`src/rtl/fc_decision_if.sv`:
```
// Score stream into the decision stage and the smoothed decision coming back out.
// The master side produces scores; the slave side is the decision block.
interface fc_decision_if #(
  parameter int DW = 16
);
  logic                 score_valid;
  logic signed [DW-1:0] score_data;
  logic                 score_last;
  logic                 valid_out;
  logic                 data_out;
  logic                 frame_err;
  logic [3:0]           open_votes;

  modport master (
    output score_valid, score_data, score_last,
    input  valid_out, data_out, frame_err, open_votes
  );

  modport slave (
    input  score_valid, score_data, score_last,
    output valid_out, data_out, frame_err, open_votes
  );
endinterface

```
`src/rtl/fc_decision.sv`:
```
// Per-frame argmax over serialised class scores, followed by a majority vote
// over the last VOTE_N frames, producing one open/closed pulse per good frame.
module fc_decision #(
  parameter int DW         = 16,
  parameter int NUM_CLASS  = 2,
  parameter int OPEN_CLASS = 1,
  parameter int VOTE_N     = 5
) (
  input  logic        clk,
  input  logic        rst,
  fc_decision_if.slave bus
);
  localparam int            IW        = $clog2(NUM_CLASS);
  localparam logic [IW-1:0] LAST_IDX  = IW'(NUM_CLASS - 1);
  localparam logic [IW-1:0] OPEN_IDX  = IW'(OPEN_CLASS);
  localparam logic [3:0]    VOTE_INIT = 4'(VOTE_N);
  localparam logic [3:0]    HALF      = 4'(VOTE_N / 2);

  typedef enum logic {ACCUM, DROP} state_t;

  state_t               state_q, state_d;
  logic [IW-1:0]        idx_q, idx_d;
  logic signed [DW-1:0] best_score_q, best_score_d;
  logic [IW-1:0]        best_idx_q, best_idx_d;
  logic                 vote_fire, vote_bit, err_d;
  logic [VOTE_N-1:0]    hist_q, hist_d;
  logic [3:0]           open_votes_q, open_votes_d;
  logic                 fire_q, valid_q, data_q, err_q;
  logic                 oldest;

  always_comb begin
    state_d      = state_q;
    idx_d        = idx_q;
    best_score_d = best_score_q;
    best_idx_d   = best_idx_q;
    vote_fire    = 1'b0;
    vote_bit     = 1'b0;
    err_d        = 1'b0;
    case (state_q)
      ACCUM: begin
        if (bus.score_valid) begin
          // Strictly-greater replacement keeps the lower index on ties.
          if (idx_q == '0 || bus.score_data > best_score_q) begin
            best_score_d = bus.score_data;
            best_idx_d   = idx_q;
          end
          if (bus.score_last) begin
            idx_d = '0;
            if (idx_q == LAST_IDX) begin
              vote_fire = 1'b1;
              vote_bit  = (best_idx_d == OPEN_IDX);
            end else begin
              err_d = 1'b1;
            end
          end else if (idx_q == LAST_IDX) begin
            idx_d   = '0;
            err_d   = 1'b1;
            state_d = DROP;
          end else begin
            idx_d = idx_q + 1'b1;
          end
        end
      end
      DROP: begin
        if (bus.score_valid && bus.score_last) begin
          state_d = ACCUM;
        end
      end
      default: state_d = ACCUM;
    endcase
  end

  assign oldest = hist_q[VOTE_N-1];

  generate
    if (VOTE_N == 1) begin : g_hist_single
      assign hist_d = vote_bit;
    end else begin : g_hist_shift
      assign hist_d = {hist_q[VOTE_N-2:0], vote_bit};
    end
  endgenerate

  // Running count: a bit shifted out was already counted, so this never underflows.
  assign open_votes_d = open_votes_q + {3'b000, vote_bit} - {3'b000, oldest};

  always_ff @(posedge clk) begin
    if (rst) begin
      state_q      <= ACCUM;
      idx_q        <= '0;
      best_score_q <= '0;
      best_idx_q   <= '0;
      hist_q       <= '1;
      open_votes_q <= VOTE_INIT;
      fire_q       <= 1'b0;
      valid_q      <= 1'b0;
      data_q       <= 1'b1;
      err_q        <= 1'b0;
    end else begin
      state_q      <= state_d;
      idx_q        <= idx_d;
      best_score_q <= best_score_d;
      best_idx_q   <= best_idx_d;
      if (vote_fire) begin
        hist_q       <= hist_d;
        open_votes_q <= open_votes_d;
      end
      fire_q  <= vote_fire;
      err_q   <= err_d;
      valid_q <= fire_q;
      if (fire_q) begin
        data_q <= (open_votes_q > HALF);
      end
    end
  end

  assign bus.valid_out  = valid_q;
  assign bus.data_out   = data_q;
  assign bus.frame_err  = err_q;
  assign bus.open_votes = open_votes_q;
endmodule
```
`src/flat_wrapper.sv`:
```
// flat-port wrapper written by rule: the top's interface ports become plain ports
module fc_decision_flat 
#(
  parameter int DW         = 16,
  parameter int NUM_CLASS  = 2,
  parameter int OPEN_CLASS = 1,
  parameter int VOTE_N     = 5
)
  (clk, rst, bus_score_valid, bus_score_data, bus_score_last, bus_valid_out, bus_data_out, bus_frame_err, bus_open_votes);
  fc_decision_if #(.DW(DW)) bus_i ();
  input  logic clk;
  input  logic rst;
  input wire logic [$bits(bus_i.score_valid)-1:0] bus_score_valid;
  input wire logic [$bits(bus_i.score_data)-1:0] bus_score_data;
  input wire logic [$bits(bus_i.score_last)-1:0] bus_score_last;
  output wire logic [$bits(bus_i.valid_out)-1:0] bus_valid_out;
  output wire logic [$bits(bus_i.data_out)-1:0] bus_data_out;
  output wire logic [$bits(bus_i.frame_err)-1:0] bus_frame_err;
  output wire logic [$bits(bus_i.open_votes)-1:0] bus_open_votes;
  assign bus_i.score_valid = bus_score_valid;
  assign bus_i.score_data = bus_score_data;
  assign bus_i.score_last = bus_score_last;
  assign bus_valid_out = bus_i.valid_out;
  assign bus_data_out = bus_i.data_out;
  assign bus_frame_err = bus_i.frame_err;
  assign bus_open_votes = bus_i.open_votes;
  fc_decision #(.DW(DW), .NUM_CLASS(NUM_CLASS), .OPEN_CLASS(OPEN_CLASS), .VOTE_N(VOTE_N)) u_core (.clk(clk), .rst(rst), .bus(bus_i));
endmodule
```
`config.mk`:
```
export PLATFORM = sky130hd
export DESIGN_NAME = fc_decision_flat
export DESIGN_NICKNAME = d
export VERILOG_FILES = /design/src/rtl/fc_decision_if.sv /design/src/rtl/fc_decision.sv /design/src/flat_wrapper.sv
export SDC_FILE = /design/constraint.sdc
export NUM_CORES = 1
export LEC_CHECK = 0
export CORE_UTILIZATION = 50
export CTS_CLUSTER_SIZE = 30
export DETAILED_ROUTE_END_ITERATION = 8
export GPL_ROUTABILITY_DRIVEN = 0
export PLACE_DENSITY = 0.74
export SETUP_SLACK_MARGIN = 0.2
export SLEW_MARGIN = 25
export SYNTH_ARGS = -nofsm -noshare
export SYNTH_HDL_FRONTEND = slang
export SYNTH_SLANG_ARGS = --single-unit
```
`constraint.sdc`:
```
create_clock -name clk -period 3.3 [get_ports clk]
set_clock_uncertainty 0.05 [all_clocks]
set_input_delay 0.495 -clock clk [delete_from_list [all_inputs] [get_ports clk]]
set_output_delay 0.495 -clock clk [all_outputs]
set_load 0.01 [all_outputs]
```
==> impl_metrics.env, run 1 <==
export IMPL_status="finished clean"
export IMPL_crit_path_start_kind="input port"
export IMPL_clkTransAtPathRegs_ns=0.06
export IMPL_synth_edf_count=0
export IMPL_slew_violations=0
export IMPL_portBuffers=26
export IMPL_postCtsHoldBufs=0
export IMPL_rsz0062_at_grt="no"
export IMPL_synth_seq_cells=32
export IMPL_worstPathArrival_ns=3.14
export IMPL_antenna_found_initial=0
export IMPL_dpl_hpwl_um=2300
export IMPL_cp_required_ns=3.42
export IMPL_cts_buffers=5
export IMPL_critPathTopFamily="compound AO/OA/AOI/OAI gates"
export IMPL_power_density_mw_per_mm2=384
export IMPL_drtPass1Iterations=4
export IMPL_ys_seq_area_share_pct=32.8
export IMPL_cts_root_buf="clkbuf_8"
export IMPL_overflow=0
export IMPL_gr_usage_all_layers_pct=17.6
export IMPL_wirelength_um=3380
export IMPL_vias=1468
export IMPL_drtAntennaViolNets=0
export IMPL_r2r_slack_ns=0.54
export IMPL_grt_max_degree=49
export IMPL_critPathMostFrequentCell="a21oi_2"
export IMPL_syn_num_nets=264
export IMPL_max_freq_mhz=331
export IMPL_hold_viol=0
export IMPL_tightestPinTransition_ns=0.394
export IMPL_die_area_sq_mm=0.00416
export IMPL_end_kind="flip-flop"
export IMPL_crit_buf_inv=1
export IMPL_cts_sinks=32
export IMPL_synth_top_cell_area_share_pct=32.8
export IMPL_yosys_area_share_simple_pct=23.3
export IMPL_critPathMaxFanout=2
export IMPL_core_sq_mm=0.00372
export IMPL_drc=0
export IMPL_start_util_pct=52.6
export IMPL_syn_to_final_growth_pct=31.2
export IMPL_synth_cell_area_sq_mm=0.00195
export IMPL_leakage_nw=1.10
export IMPL_grt_pass1_vias=1381
export IMPL_crit_chain="clkdlybuf4s50_1 -> ha_4 -> a21oi_2 -> o21ai_1 -> a21oi_2 -> nand3b_1 -> a31oi_2 -> nor3_2 -> ha_2 -> fa_2 -> xnor2_2 -> nor2_1 -> a211o_1"
export IMPL_num_antenna_cells=0
export IMPL_synth_avg_cell_area_sq_um=8.97
export IMPL_r2r_cells=13
export IMPL_peakVddDrop_v=0.000307
export IMPL_synthCells=218
export IMPL_fp_dieW_um=64.5
export IMPL_drv_cap=0
export IMPL_fin_crit_sh_pct=91.6
export IMPL_cts_tree="built"
export IMPL_hp_start="u_core.hist_q[2]"
export IMPL_hold_depth=2
export IMPL_rr_startpoint="u_core.best_score_q[5]"
export IMPL_post_place_cells=290
export IMPL_synthXorXnorAreaFrac_pct=0.896
export IMPL_synthDistinctLibCells=34
export IMPL_layout_cells_non_filler=299
export IMPL_timing_hold_ws_ns=0.422
export IMPL_fin_crit_ns=3.02
export IMPL_ys_top_cells_by_area="dfxtp_1, ha_1, nand2b_1"
export IMPL_crit_type="input port to flip-flop"
export IMPL_cp_slowest_cell="clkdlybuf4s50_1"
export IMPL_synthArstFlopShare_pct=0
export IMPL_slowest_delay_ns=0.53
export IMPL_num_rows=22
export IMPL_reg2reg_to="u_core.bus.open_votes[2]"
export IMPL_viasPerCell=4.91
export IMPL_die_h_um=64.5
export IMPL_cts_max_path_buffers=2
export IMPL_ys_flop_type="dfxtp_1"
export IMPL_min_to="u_core.hist_q[2]"
export IMPL_synthAdderAreaFrac_pct=17.0
export IMPL_routedWlPerCell_um=11.3
export IMPL_fin_nets=296
export IMPL_muxShareOfSynthArea_pct=8.19
export IMPL_ios=27
export IMPL_synth_top_family_by_area="simple AND/OR/NAND/NOR gates"
export IMPL_grt_pass1_wl_um=5620
export IMPL_drive_above_1_share_pct=15.5
export IMPL_synth_top_cell_by_area="dfxtp_1"
export IMPL_drtIter0Drc=49
export IMPL_slew_headroom_pct=73.7
export IMPL_htree_levels=2
export IMPL_clock_latency_ns=0.29
export IMPL_ys_warn_count=0
export IMPL_hold_path_class="flip-flop to flip-flop"
export IMPL_synth_common_cells="nand2b_1, dfxtp_1, inv_1, ha_1, nand2_1"
export IMPL_finalSetupViolations=0
export IMPL_synth_compound_area_share_pct=10.9
export IMPL_synth_most_common_cell="nand2b_1"
## metal layers
layer	vias to the layer above	global-route usage (%)	share of wire, %
met5	-	0	0
met4	0	8.33	1.6
met3	7	4.23	2.9
met2	19	29.3	48
met1	656	21.0	48
li1	786	-	-
## worst register-to-register path, stage by stage (launching register included)
cell and delay [ns]:
dfxtp_1 0.34, inv_1 0.08, ha_4 0.24, nand4_1 0.17, o221ai_2 0.13, o21ai_2 0.15
nand3b_1 0.13, a31oi_2 0.25, nor3_2 0.08, ha_2 0.19, fa_2 0.37, xnor2_2 0.15
nor2_1 0.05, a211o_1 0.26
## where the power goes
group,switching [W],internal [W]
clock,0.000145,0.000224
sequential,0.0000113,0.000406
combinational,0.0000970,0.000103
## repair_timing
| action | CTS | global route |
|---|---|---|
| pin swaps | 5 | 18 |
| setup endpoints to repair | 1 | 2 |
| buffers inserted | 0 | 1 |
| resized for setup | 0 | 29 |
## state kept, by name, summed over array words and instances (netlist names)
| name | cells |
|---|---|
| u_core.best_score_q | 16 |
| u_core.hist_q | 5 |
| u_core.bus.open_votes | 4 |
| u_core.best_idx_q | 1 |
| u_core.bus.data_out | 1 |
| u_core.bus.frame_err | 1 |
| u_core.bus.valid_out | 1 |
| u_core.fire_q | 1 |
| u_core.idx_q | 1 |
| u_core.state_q | 1 |
## worst max path at each step
| stage | startpoint | end | slack (ns) | cells past startpoint |
|---|---|---|---|---|
| 3_5_place_dp | bus_score_data[7] | u_core.bus.open_votes[2] | -0.13 | 13 |
| 2_1_floorplan | bus_score_data[13] | u_core.bus.open_votes[2] | 0.41 | 12 |
| 6_report | bus_score_data[11] | u_core.bus.open_votes[2] | 0.28 | 13 |
| 4_1_cts | bus_score_data[3] | u_core.bus.open_votes[2] | 0.20 | 13 |
| 3_3_place_gp | bus_score_data[3] | u_core.bus.open_votes[2] | -0.14 | 13 |
| 5_1_grt | bus_score_data[11] | u_core.bus.open_votes[2] | 0.16 | 13 |
## cell usage in the layout (no fill, tap or decap), drive strengths merged
cell           count
ha                25
a22oi              1
fa                 1
dlymetal6s2s       6
a31oi              1
clkbuf             6
a41oi              1
a21o               1
a211oi             3
clkdlybuf4s50     20
a21oi             13
o21ai              2
nand4              3
nand2             21
inv               26
bufinv             1
o221ai             1
clkinv             1
or2b               1
nand3b             5
and2               1
mux2i             16
dfxtp             32
a211o              3
nand2b            35
nor2b              4
nor2               7
nor3b              1
buf                6
xnor2              2
nor3               2
o31ai              2
a311oi             1
## cell type report
cell class,instances,area [sq um]
inverters,26,97.6
multi-input cells,153,1340
repair buffers,32,320
flip-flops and latches,32,641
clock buffers,6,72.6
fillers,298,1150
well taps,48,60.1
clock inverters,2,35.0
## kinds of logic after synthesis
kind of cell    after synthesis
simple gates                 80
buf+inv                      33
flops                        32
compound gates               29
fa+ha+maj                    26
mux                          16
xor+xnor                      2
## through the flow
stage               area (sq um)  TNS, ns  setup WS [ns]  util, %  total power, W
floorplan                   1950        0          0.413        -        0.000537
global placement            2270   -0.136         -0.136     61.2        0.000589
detailed placement          2270   -0.126         -0.126     61.2        0.000592
CTS                         2380        0          0.204     64.1        0.000961
global route                2560        0          0.162     69.0         0.00103
finish                      2560        0          0.278     69.0        0.000985
(Power assumes the default switching activity.)
==> inputs of run 2 (changes only) <==
--- a/config.mk
+++ b/config.mk
@@ -10,6 +10,7 @@
 export DETAILED_ROUTE_END_ITERATION = 8
 export GPL_ROUTABILITY_DRIVEN = 0
 export PLACE_DENSITY = 0.74
+export REMOVE_ABC_BUFFERS = 1
 export SETUP_SLACK_MARGIN = 0.2
 export SLEW_MARGIN = 25
 export SYNTH_ARGS = -nofsm -noshare
==> impl_metrics.env, run 2 (same netlist as run 1, synthesis figures left out) <==
export IMPL_fin_nets=297
export IMPL_finalSetupViolations=0
export IMPL_clock_latency_ns=0.28
export IMPL_drtPass1Iterations=4
export IMPL_vias=1497
export IMPL_place_area_sq_mm=0.00228
export IMPL_cts_sinks=32
export IMPL_hold_viol=0
export IMPL_portBuffers=26
export IMPL_antenna_found_initial=0
export IMPL_layout_cells_non_filler=300
export IMPL_drive_above_1_share_pct=14.3
export IMPL_layout_commonest_cell="nand2b_1"
export IMPL_postCtsHoldBufs=0
export IMPL_crit_path_start_kind="input port"
export IMPL_rsz0062_at_grt="no"
export IMPL_status="finished clean"
export IMPL_drc=0
export IMPL_ios=27
export IMPL_num_antenna_cells=0
export IMPL_slew_violations=0
export IMPL_gr_usage_all_layers_pct=18.2
export IMPL_start_util_pct=52.6
export IMPL_drv_cap=0
export IMPL_cp_required_ns=3.42
export IMPL_leakage_nw=1.12
export IMPL_cts_buffers=5
export IMPL_viasPerCell=4.99
export IMPL_post_place_cells=291
export IMPL_hold_path_class="flip-flop to flip-flop"
export IMPL_fp_dieW_um=64.5
export IMPL_crit_path_start="bus_score_data[14]"
export IMPL_syn_to_final_growth_pct=30.2
export IMPL_cp_endpoint="u_core.bus.open_votes[2]"
export IMPL_cts_root_buf="clkbuf_8"
export IMPL_final_cell_mix="nand2b_1, dfxtp_1, inv_1"
export IMPL_grt_pass1_vias=1453
export IMPL_htree_levels=2
export IMPL_dpl_hpwl_um=2350
export IMPL_max_freq_mhz=335
export IMPL_grt_pass1_wl_um=5930
export IMPL_grt_max_degree=49
export IMPL_num_rows=22
export IMPL_die_area_sq_mm=0.00416
export IMPL_die_h_um=64.5
export IMPL_fin_crit_ns=2.99
export IMPL_top_register="u_core.best_score_q"
export IMPL_clkTransAtPathRegs_ns=0.07
export IMPL_core_sq_mm=0.00372
export IMPL_worstPathArrival_ns=3.11
export IMPL_power_density_mw_per_mm2=383
export IMPL_reg2reg_to="u_core.bus.open_votes[2]"
export IMPL_cts_max_path_buffers=2
export IMPL_wirelength_um=3440
export IMPL_cts_tree="built"
export IMPL_r2r_slack_ns=0.56
export IMPL_tightestPinTransition_ns=0.382
export IMPL_largest_reg_flops=16
export IMPL_critPathMaxFanout=2
export IMPL_overflow=0
export IMPL_r2r_cells=13
export IMPL_end_kind="flip-flop"
export IMPL_drtAntennaViolNets=0
export IMPL_slew_headroom_pct=74.5
export IMPL_final_area_sq_mm=0.00254
export IMPL_fin_crit_sh_pct=90.5
export IMPL_routedWlPerCell_um=11.5
export IMPL_peakVddDrop_v=0.000242
export IMPL_rr_startpoint="u_core.best_score_q[7]"
export IMPL_drtIter0Drc=53
export IMPL_crit_type="input port to flip-flop"
-- run 2: cell count changes in the layout (fill, tap and decap cells not counted), sizes merged --
cell           change
dlymetal6s2s       +2
buf                +1
clkdlybuf4s50      -2
-- run 2: worst min-delay path by stage --
| stage | depth (start not counted) | to | start |
|---|---|---|---|
| finish | 2 | u_core.hist_q[4] | u_core.hist_q[3] |
| global route | 2 | u_core.best_score_q[7] | u_core.best_score_q[7] |
| CTS | 2 | u_core.hist_q[3] | u_core.hist_q[2] |
| detailed placement | 2 | u_core.hist_q[3] | u_core.hist_q[2] |
| global placement | 2 | u_core.hist_q[4] | u_core.hist_q[3] |
| floorplan | 2 | u_core.hist_q[0] | u_core.hist_q[0] |
-- run 2: metal layers --
metal	global-route usage (%)	wire length, um	vias up
met3	5.81	112	2
met4	5.00	27	0
li1	-	-	789
met1	22.5	1720	684
met5	0	0	-
met2	30.1	1580	22
-- run 2: layout make-up --
type | instances | area (sq um)
Clock buffer | 6 | 72.6
Clock inverter | 2 | 35.0
Fill cell | 298 | 1170
Inverter | 26 | 97.6
Multi-Input combinational cell | 153 | 1310
Sequential cell | 32 | 641
Tap cell | 48 | 60.1
Timing Repair Buffer | 33 | 333
-- run 2: critical path, cell delays in order --
cell             delay, ns
clkdlybuf4s50_1       0.44
ha_1                  0.35
nand4_2               0.14
nor3_2                0.06
o21ai_1               0.12
nand3b_1              0.14
a31oi_2               0.25
nor3_2                0.07
ha_2                  0.20
fa_2                  0.40
xnor2_2               0.13
nor2_1                0.05
a211o_1               0.26
-- run 2: power breakdown --
group	switching (W)	internal (W)
clock network	0.000142	0.000224
registers	0.0000111	0.000406
logic	0.0000896	0.000101
-- run 2: what timing repair did --
| item | 4_1_cts | 5_1_grt |
|---|---|---|
| endpoints found under the setup margin | 1 | 1 |
| gates cloned | 0 | 0 |
| gates resized for setup | 2 | 22 |
| pin swaps | 6 | 12 |
| buffers inserted | 1 | 0 |
-- run 2: through the flow --
stage | setup TNS (ns) | hold slack (ns) | setup slack [ns] | power, W | util [%]
6_report | 0 | 0.418 | 0.313 | 0.000973 | 68.5
2_1_floorplan | 0 | 0.382 | 0.413 | 0.000529 | -
5_1_grt | 0 | 0.440 | 0.144 | 0.00103 | 68.5
3_3_place_gp | -0.104 | 0.399 | -0.104 | 0.000590 | 61.4
3_5_place_dp | -0.148 | 0.404 | -0.148 | 0.000593 | 61.4
4_1_cts | 0 | 0.423 | 0.216 | 0.000964 | 64.7
==> inputs of run 3 (changes only) <==
--- a/config.mk
+++ b/config.mk
@@ -9,7 +9,7 @@
 export CTS_CLUSTER_SIZE = 30
 export DETAILED_ROUTE_END_ITERATION = 8
 export GPL_ROUTABILITY_DRIVEN = 0
-export PLACE_DENSITY = 0.74
+export PLACE_DENSITY = 0.81
 export REMOVE_ABC_BUFFERS = 1
 export SETUP_SLACK_MARGIN = 0.2
 export SLEW_MARGIN = 25
==> impl_metrics.env, run 3 (same netlist as run 1, synthesis figures left out) <==
export IMPL_grt_pass1_vias=1455
export IMPL_fp_dieW_um=64.5
export IMPL_clkTransAtPathRegs_ns=0.07
export IMPL_antenna_found_initial=0
export IMPL_critPathMaxFanout=3
export IMPL_pwr_share_seq_pct=41.6
export IMPL_htree_levels=2
export IMPL_gr_usage_all_layers_pct=18.4
export IMPL_die_h_um=64.5
export IMPL_cp_required_ns=3.44
export IMPL_fin_crit_sh_pct=91.1
export IMPL_syn_to_final_growth_pct=33.0
export IMPL_largest_reg_flops=16
export IMPL_finalSetupViolations=0
export IMPL_vias=1552
export IMPL_crit_type="input port to flip-flop"
export IMPL_hold_path_class="flip-flop to flip-flop"
export IMPL_end_kind="flip-flop"
export IMPL_slew_headroom_pct=74.5
export IMPL_cts_tree="built"
export IMPL_ios=27
export IMPL_viasPerCell=5.06
export IMPL_slew_violations=0
export IMPL_peakVddDrop_v=0.000390
export IMPL_p_comb_share_pct=20.7
export IMPL_pre_cts_ws_ns=-0.166
export IMPL_p_clk_share_pct=37.7
export IMPL_power_density_mw_per_mm2=386
export IMPL_cts_max_path_buffers=2
export IMPL_maxUsedRoutingLayer="met4"
export IMPL_dpl_hpwl_um=2400
export IMPL_wl_met1_um=1730
export IMPL_fin_nets=304
export IMPL_drtIter0Drc=55
export IMPL_hold_viol=0
export IMPL_final_util_pct=70.0
export IMPL_wl_met2_um=1830
export IMPL_die_area_sq_mm=0.00416
export IMPL_start_util_pct=52.6
export IMPL_num_antenna_cells=0
export IMPL_grt_pass1_wl_um=5930
export IMPL_clock_latency_ns=0.29
export IMPL_wirelength_um=3750
export IMPL_layout_commonest_cell="nand2b_1"
export IMPL_fin_crit_ns=3.00
export IMPL_grt_max_degree=49
export IMPL_p_int_w=0.000739
export IMPL_drc=0
export IMPL_portBuffers=26
export IMPL_drtAntennaViolNets=0
export IMPL_drive_above_1_share_pct=17.4
export IMPL_num_rows=22
export IMPL_power_switching_w=0.000265
export IMPL_fin_ws_ns=0.295
export IMPL_drtPass1Iterations=4
export IMPL_leakage_nw=1.12
export IMPL_core_sq_mm=0.00372
export IMPL_crit_path_start_kind="input port"
export IMPL_cts_root_buf="clkbuf_8"
export IMPL_overflow=0
export IMPL_worstPathArrival_ns=3.14
export IMPL_tightestPinTransition_ns=0.382
export IMPL_routedWlPerCell_um=12.2
export IMPL_top_register="u_core.best_score_q"
export IMPL_power_w=0.00100
export IMPL_cts_sinks=32
export IMPL_wl_met3_um=127
export IMPL_switching_share_pct=26.4
export IMPL_rsz0062_at_grt="no"
export IMPL_cts_buffers=5
export IMPL_status="finished clean"
export IMPL_max_freq_mhz=333
export IMPL_drv_cap=0
export IMPL_final_cell_mix="nand2b_1, dfxtp_1, inv_1"
## run 3: final cells by class
type,count,area (sq um)
multi-input cells,153,1310
fillers,299,1120
flip-flops and latches,32,641
repair buffers,40,378
inverters,26,97.6
clock buffers,5,68.8
well taps,48,60.1
clock inverters,3,42.5
## run 3: metal layers
metal	track usage (%)	vias to the layer above
met5	0	-
met4	8.33	0
met3	4.93	7
met2	30.9	23
met1	21.8	719
li1	-	803
## run 3: path summary, 6_finish.rpt
kind	slack, ns	start	to	depth (start not counted)
max reg2reg	0.57	u_core.best_score_q[14]	u_core.bus.open_votes[2]	13
max	0.30	bus_score_data[6]	u_core.bus.open_votes[2]	13
min	0.43	u_core.hist_q[3]	u_core.hist_q[3]	2
min reg2reg	0.43	u_core.hist_q[3]	u_core.hist_q[3]	2
## run 3: repair_timing
action	in CTS	in global routing
pin swaps	6	12
setup endpoints to repair	1	3
setup buffers	3	3
hold buffers	0	0
gates resized for setup	4	20
## run 3: stage by stage
step | hold slack, ns | setup TNS [ns] | instance area (sq um) | cells
2_1_floorplan | 0.382 | 0 | 1920 | 211
3_3_place_gp | 0.399 | -0.104 | 2300 | 293
3_5_place_dp | 0.405 | -0.166 | 2300 | 293
4_1_cts | 0.425 | 0 | 2460 | 304
5_1_grt | 0.446 | 0 | 2600 | 307
6_report | 0.427 | 0 | 2600 | 307
## run 3: critical path: stages
cell and delay [ns]:
clkdlybuf4s50_1 0.50, ha_1 0.25, nand4_1 0.15, o221ai_2 0.11, o21ai_2 0.16, nand3b_1 0.13
a31oi_2 0.25, nor3_2 0.09, ha_2 0.21, fa_2 0.34, xnor2_1 0.14, nor2_1 0.05
a211o_1 0.26
## run 3: power by group through the flow
stage | Clock [W] | Combinational (W) | Sequential (W)
2_1_floorplan | 0 | 0.000105 | 0.000424
3_3_place_gp | 0 | 0.000167 | 0.000425
3_5_place_dp | 0 | 0.000170 | 0.000426
4_1_cts | 0.000385 | 0.000180 | 0.000417
5_1_grt | 0.000404 | 0.000230 | 0.000420
6_report | 0.000379 | 0.000208 | 0.000418
